### src/rtl/max_pooling_layer.sv
// Spatial max-pooling stage: POOL_SIZE x POOL_SIZE windows, stride POOL_SIZE, all channels per beat.
// Latency: one pooled beat 1 clk after the accepting edge of the window's last pixel.
// Backpressure: none; clk_en low freezes state, downstream must take every out_valid pulse.
//
// Ports:
//   clk, rst_n (async active-low), clk_en (global stall), in_valid/input_data (raster pixel stream,
//   channel c at [D_WIDTH*c +: D_WIDTH]), output_data (pooled pixel, same packing),
//   out_valid (1-cycle pulse per pooled pixel), frame_done (1-cycle pulse with last pooled pixel).
// Optional build macro: RELU_FUSE_EN -- negative inputs are clamped to 0 before pooling.
module max_pooling_layer #(
  parameter int D_WIDTH   = 16,
  parameter int CHANNELS  = 8,
  parameter int MAP_SIZE  = 24,
  parameter int POOL_SIZE = 2
) (
  input  logic                        clk,
  input  logic                        rst_n,
  input  logic                        clk_en,
  input  logic                        in_valid,
  input  logic [D_WIDTH*CHANNELS-1:0] input_data,
  output logic [D_WIDTH*CHANNELS-1:0] output_data,
  output logic                        out_valid,
  output logic                        frame_done
);

  localparam int NWIN = MAP_SIZE / POOL_SIZE;
  localparam int BW   = D_WIDTH * CHANNELS;
  localparam int PW   = (POOL_SIZE > 1) ? $clog2(POOL_SIZE) : 1;
  localparam int WW   = (NWIN > 1) ? $clog2(NWIN) : 1;
  localparam logic [PW-1:0] PH_LAST  = PW'(POOL_SIZE - 1);
  localparam logic [WW-1:0] WIN_LAST = WW'(NWIN - 1);

  generate
    if (MAP_SIZE % POOL_SIZE != 0) begin : g_cfg_err
      $error("max_pooling_layer: MAP_SIZE must be a multiple of POOL_SIZE");
    end
  endgenerate

  // Position is kept as (window index, phase inside window) for both axes,
  // which avoids dividers: col = wcol*P + cph, row = wrow*P + rph.
  logic [PW-1:0] cph_q, cph_d;
  logic [PW-1:0] rph_q, rph_d;
  logic [WW-1:0] wcol_q, wcol_d;
  logic [WW-1:0] wrow_q, wrow_d;

  logic [BW-1:0] h_max_q, h_max_d;
  logic [BW-1:0] out_dat_q, out_dat_d;
  logic          out_vld_q, out_vld_d;
  logic          frame_done_q, frame_done_d;

  // Row-partial maxima, one entry per horizontal window. Always written
  // (row phase 0) before being read, so no reset is needed.
  logic [BW-1:0] row_buf_q [NWIN];

  logic          accept;
  logic          col_last;
  logic          row_last;
  logic          win_done;
  logic          frame_last;
  logic [BW-1:0] rb_rd;
  logic [BW-1:0] m_vec;
  logic [BW-1:0] merge_vec;

  logic signed [D_WIDTH-1:0] in_c;
  logic signed [D_WIDTH-1:0] hm_c;
  logic signed [D_WIDTH-1:0] rb_c;
  logic signed [D_WIDTH-1:0] m_c;

  function automatic logic signed [D_WIDTH-1:0] smax(input logic signed [D_WIDTH-1:0] a,
                                                     input logic signed [D_WIDTH-1:0] b);
    return (a >= b) ? a : b;
  endfunction

  assign accept     = clk_en & in_valid;
  assign col_last   = (cph_q == PH_LAST);
  assign row_last   = (rph_q == PH_LAST);
  assign win_done   = col_last & row_last;
  assign frame_last = (wcol_q == WIN_LAST) && (wrow_q == WIN_LAST);
  assign rb_rd      = row_buf_q[wcol_q];

  // Per-channel datapath. m is the running horizontal max including the
  // current pixel; merge folds it into the row buffer (first row of the
  // window overwrites). merge doubles as the pooled result on window completion.
  always_comb begin
    m_vec     = '0;
    merge_vec = '0;
    in_c      = '0;
    hm_c      = '0;
    rb_c      = '0;
    m_c       = '0;
    for (int c = 0; c < CHANNELS; c++) begin
      in_c = $signed(input_data[c*D_WIDTH +: D_WIDTH]);
`ifdef RELU_FUSE_EN
      if (in_c < 0) begin
        in_c = '0;
      end
`else
      in_c = in_c;
`endif
      hm_c = $signed(h_max_q[c*D_WIDTH +: D_WIDTH]);
      rb_c = $signed(rb_rd[c*D_WIDTH +: D_WIDTH]);
      m_c  = (cph_q == '0) ? in_c : smax(hm_c, in_c);
      m_vec[c*D_WIDTH +: D_WIDTH]     = m_c;
      merge_vec[c*D_WIDTH +: D_WIDTH] = (rph_q == '0) ? m_c : smax(rb_c, m_c);
    end
  end

  always_comb begin
    cph_d  = cph_q;
    rph_d  = rph_q;
    wcol_d = wcol_q;
    wrow_d = wrow_q;
    if (accept) begin
      if (col_last) begin
        cph_d = '0;
        if (wcol_q == WIN_LAST) begin
          wcol_d = '0;
          if (row_last) begin
            rph_d  = '0;
            wrow_d = (wrow_q == WIN_LAST) ? '0 : wrow_q + 1'b1;
          end else begin
            rph_d = rph_q + 1'b1;
          end
        end else begin
          wcol_d = wcol_q + 1'b1;
        end
      end else begin
        cph_d = cph_q + 1'b1;
      end
    end
  end

  always_comb begin
    h_max_d      = accept ? m_vec : h_max_q;
    out_dat_d    = (accept && win_done) ? merge_vec : out_dat_q;
    // Pulses are recomputed every edge, so a stalled cycle still clears them.
    out_vld_d    = accept & win_done;
    frame_done_d = accept & win_done & frame_last;
  end

  always_ff @(posedge clk or negedge rst_n) begin
    if (!rst_n) begin
      cph_q        <= '0;
      rph_q        <= '0;
      wcol_q       <= '0;
      wrow_q       <= '0;
      h_max_q      <= '0;
      out_dat_q    <= '0;
      out_vld_q    <= 1'b0;
      frame_done_q <= 1'b0;
    end else begin
      cph_q        <= cph_d;
      rph_q        <= rph_d;
      wcol_q       <= wcol_d;
      wrow_q       <= wrow_d;
      h_max_q      <= h_max_d;
      out_dat_q    <= out_dat_d;
      out_vld_q    <= out_vld_d;
      frame_done_q <= frame_done_d;
    end
  end

  always_ff @(posedge clk) begin
    if (accept && col_last) begin
      row_buf_q[wcol_q] <= merge_vec;
    end
  end

  assign output_data = out_dat_q;
  assign out_valid   = out_vld_q;
  assign frame_done  = frame_done_q;

endmodule

### config.mk
export PLATFORM = sky130hd
export DESIGN_NAME = max_pooling_layer
export DESIGN_NICKNAME = d
export VERILOG_FILES = /design/src/rtl/max_pooling_layer.sv
export SDC_FILE = /design/constraint.sdc
export NUM_CORES = 2
export LEC_CHECK = 0
export BUFFER_PORTS_ARGS = -buffer_cell sky130_fd_sc_hd__buf_2
export CAP_MARGIN = 20
export CORE_UTILIZATION = 49
export DETAILED_ROUTE_END_ITERATION = 10
export GPL_TIMING_DRIVEN = 0
export PLACE_DENSITY = 0.72
export SETUP_SLACK_MARGIN = 0.2
export SYNTH_ARGS = -nofsm -noshare
export SYNTH_HDL_FRONTEND = slang
export SYNTH_SLANG_ARGS = --single-unit
export TNS_END_PERCENT = 30
### constraint.sdc
create_clock -name clk -period 29.7 [get_ports clk]
set_clock_uncertainty 0.1 [all_clocks]
set_input_delay 2.97 -clock clk [delete_from_list [all_inputs] [get_ports clk]]
set_output_delay 2.97 -clock clk [all_outputs]
set_load 0.01 [all_outputs]
==> out/results.txt <==
Outcome: complete, no violations
EDFF count, synth: 1536
Resize count post-CTS: 0
Vias in the first global route: 48900
Period utilization: 0.281
Remaining DRCs: 0
Initial core utilization: 0.494
Detailed Routing Iterations Pass 1: 6
Arrival time worst endpoint: 8.71 ns
Fillers: 12300
Placed Area: 84700 sq um
Synthesized cell area: 79400 sq um
Register Area: 52800 sq um
Share of the synthesized area in the top cell type: 0.581
Syn. warnings: 0
Peak VDD IR: 0.0885 mV
Number of CTS-inserted buffers: 179
Synth Area in XOR/XNOR: 0.000221
Die span in x: 405 um
Cell variety after synth: 79
CTS tree: yes
Max Cap Viol: 0
Top post-synthesis cells by count: edfxtp_1, nand2_1, mux4_2
Grt total ovfl: 0
R2R cell count: 15
Final GP Congestion: 0.893
Sw Ratio: 0.389
Ratio of cells with drive above 1 in the final layout: 0.213
WHS Path Cells: 1
Die height: 405 um
Input/output buffers: 261
Clk Latency, worst-skew pair: 0.82 ns
TNS Setup: 0 ns
Max-slew violations: 0
H-tree levels: 4
Net Count, Synth: 5437
CTS clock-pin slew for the worst setup and hold paths: 0.06 ns
Setup bufs post-CTS: 0
Clock root cell: clkbuf_16
First-pass GRT wire length: 328000 um
Crit-path cells: buf_2, inv_1, ha_1, and3_1, nand4_1, a21oi_1, a2111o_1, o311ai_1, buf_4, buf_6, mux2i_1, ha_1, nand4_1, nor4_1, a21boi_0, nand4_1, nor3b_1, buf_2, clkbuf_1, mux2i_1
Ys flop type: edfxtp_1
Total net switching power: 4.66 mW
Setup violators final: 0
Yosys top cell by area: edfxtp_1
CP Capture Type: flop
Tightest Pin Transition: 1.21 ns
Top post-synthesis cells by area: edfxtp_1, mux4_2, dfrtp_1
Pin count of the biggest net entering global routing: 98
# rows: 147
Synth Area in Compound Gates: 0.0672
Crit path time final: 8.36 ns
CP Class: in2reg
CP Max Fanout: 12
Fmax: 120 MHz
Hold WC Path Type: reg2reg
Core area: 161000 sq um
Async set or reset register ratio after synthesis: 0.149
Simple-Gate Fraction of Synth Area: 0.0541
Comb pwr share: 0.429
Final hold viol count: 0
Multi-input logic area: 24500 sq um
Critical path's largest stage delay: 0.97 ns
Syn Area/Cell: 15.7 sq um
Most numerous cell in the Yosys netlist: edfxtp_1
Post-synthesis sequential area ratio: 0.665
CTS sink count: 1804
Top-Level Pins: 262
Part of the power in registers: 0.375
LEAKAGE: 32.8 nW
Die area: 164000 sq um
Synth-to-Final Area Change: 14.6%
Crit path max-delay cell type: mux2i_1
Initial antenna violation count: 12
Final #Nets: 5975
Detail Route Antenna Nets: 0
Post-Syn Instances: 5044
Internal Power: 7.32 mW
RSZ-0062 raised after global routing: false
Largest family of logic cells by synthesized area: multiplexers
Fin area: 91000 sq um
Most frequent CP cell: nand4_1
Final wirelength: 228000 um
Slew HR: 0.172
Wire per inst: 28.8 um
Detailed placer's ending HPWL: 150000 um
Drt initial violations: 6150
Adder-cell share of the synthesized area: 0.0411
Post-synthesis mux area share: 0.145
Via count: 49600
FF+latch count, synth: 1804
Total track usage: 0.276
Post-CTS Hold Fix Bufs: 0
Worst path required time: 30.05 ns
Clock power share: 0.196
PD cells: 132 nW/um^2
Startpoint Class: primary input
Max Root-Sink Buffers: 3
Vias per cell: 6.27
final cells by class:
class | instances | area share
flip-flops and latches | 1804 | 0.580
multi-input cells | 2720 | 0.269
clock buffers | 225 | 0.0528
repair buffers | 357 | 0.0304
well taps | 2160 | 0.0297
clock inverters | 107 | 0.0142
plain buffers | 288 | 0.0139
inverters | 232 | 0.00957
diodes | 7 | 0.000192
worst max-delay path, delay by kind of cell:
family	cells	cell delay, ns
mux	2	1.51
compound gates	4	0.94
buf+inv	6	1.33
simple gates	6	1.33
fa+ha+maj	2	0.60
worst paths after layout:
path                                        startpoint                          end  slack [ns]
min                        output_data[70]$_DFFE_PN0P_  output_data[70]$_DFFE_PN0P_        0.40
min in group asynchronous                        rst_n      h_max_q[87]$_DFFE_PN0P_        2.06
min reg2reg                output_data[70]$_DFFE_PN0P_  output_data[70]$_DFFE_PN0P_        0.40
max reg2reg                      wcol_q[2]$_DFFE_PN0P_  row_buf_q[5][112]$_DFFE_PP_       22.38
max in group asynchronous                        rst_n      h_max_q[13]$_DFFE_PN0P_       26.16
max                                    input_data[127]  row_buf_q[5][112]$_DFFE_PP_       21.34
power by group through the flow:
stage               Clock (mW)  Combinational, mW  Sequential (mW)
floorplan                    0               3.19             4.49
global placement             0               4.71             4.55
detailed placement           0               4.95             4.54
CTS                       2.37               4.98             4.50
global route              2.46               5.54             4.51
finish                    2.35               5.14             4.49
flip-flops by register name, summed over array words and instances (netlist names):
signal	count
output_data	128
h_max_q	128
wrow_q	4
wcol_q	4
row_last	1
row_buf_q	1536
frame_done	1
col_last	1
out_valid	1
through the flow:
| stage | util | instances | hold WS [ns] | worst slack, ns | power, mW |
|---|---|---|---|---|---|
| 2_1_floorplan | - | 5044 | 0.372 | 16.67 | 7.68 |
| 3_3_place_gp | 0.519 | 7465 | 0.387 | 5.38 | 9.26 |
| 3_5_place_dp | 0.527 | 7531 | 0.392 | 20.70 | 9.50 |
| 4_1_cts | 0.565 | 7863 | 0.405 | 21.54 | 11.8 |
| 5_1_grt | 0.566 | 7896 | 0.415 | 21.14 | 12.5 |
| 6_report | 0.566 | 7900 | 0.398 | 21.34 | 12.0 |
cell usage in the layout, fill, tap and decap left out, types with 14 or more instances in the layout:
master and instances:
a2111oi_0 30, a21o_1 23, a21oi_1 365, a32oi_1 30, a41oi_1 16, and2_1 20
buf_1 29, buf_16 25, buf_2 333, buf_4 36, buf_6 16, bufinv_16 23
clkbuf_1 203, clkbuf_16 181, clkinv_1 21, clkinv_2 37, dfrtp_1 268, edfxtp_1 1536
ha_1 261, inv_1 230, mux2_2 49, mux2i_1 208, mux4_2 384, nand2_1 466
nand2b_1 34, nand3_1 97, nand4_1 43, nor2_1 146, nor2b_1 14, nor3_1 38
nor3_2 22, o211ai_1 123, o21ai_0 124, o21ai_1 25, o22ai_1 31, o31ai_1 21
layer usage:
metal	track usage	part of all wire
met5	0	0.00010
met2	0.436	0.47
met3	0.0598	0.10
met4	0.106	0.038
met1	0.375	0.39
cells by family after synthesis:
| group | count (synthesis) |
|---|---|
| AOI/OAI and AO/OA | 860 |
| muxes | 659 |
| DFF | 1804 |
| buffers and inverters | 520 |
| adders and majority gates | 261 |
| xor gates and xnor gates | 2 |
| and+or+nand+nor | 938 |
(Power assumes the default switching activity.)
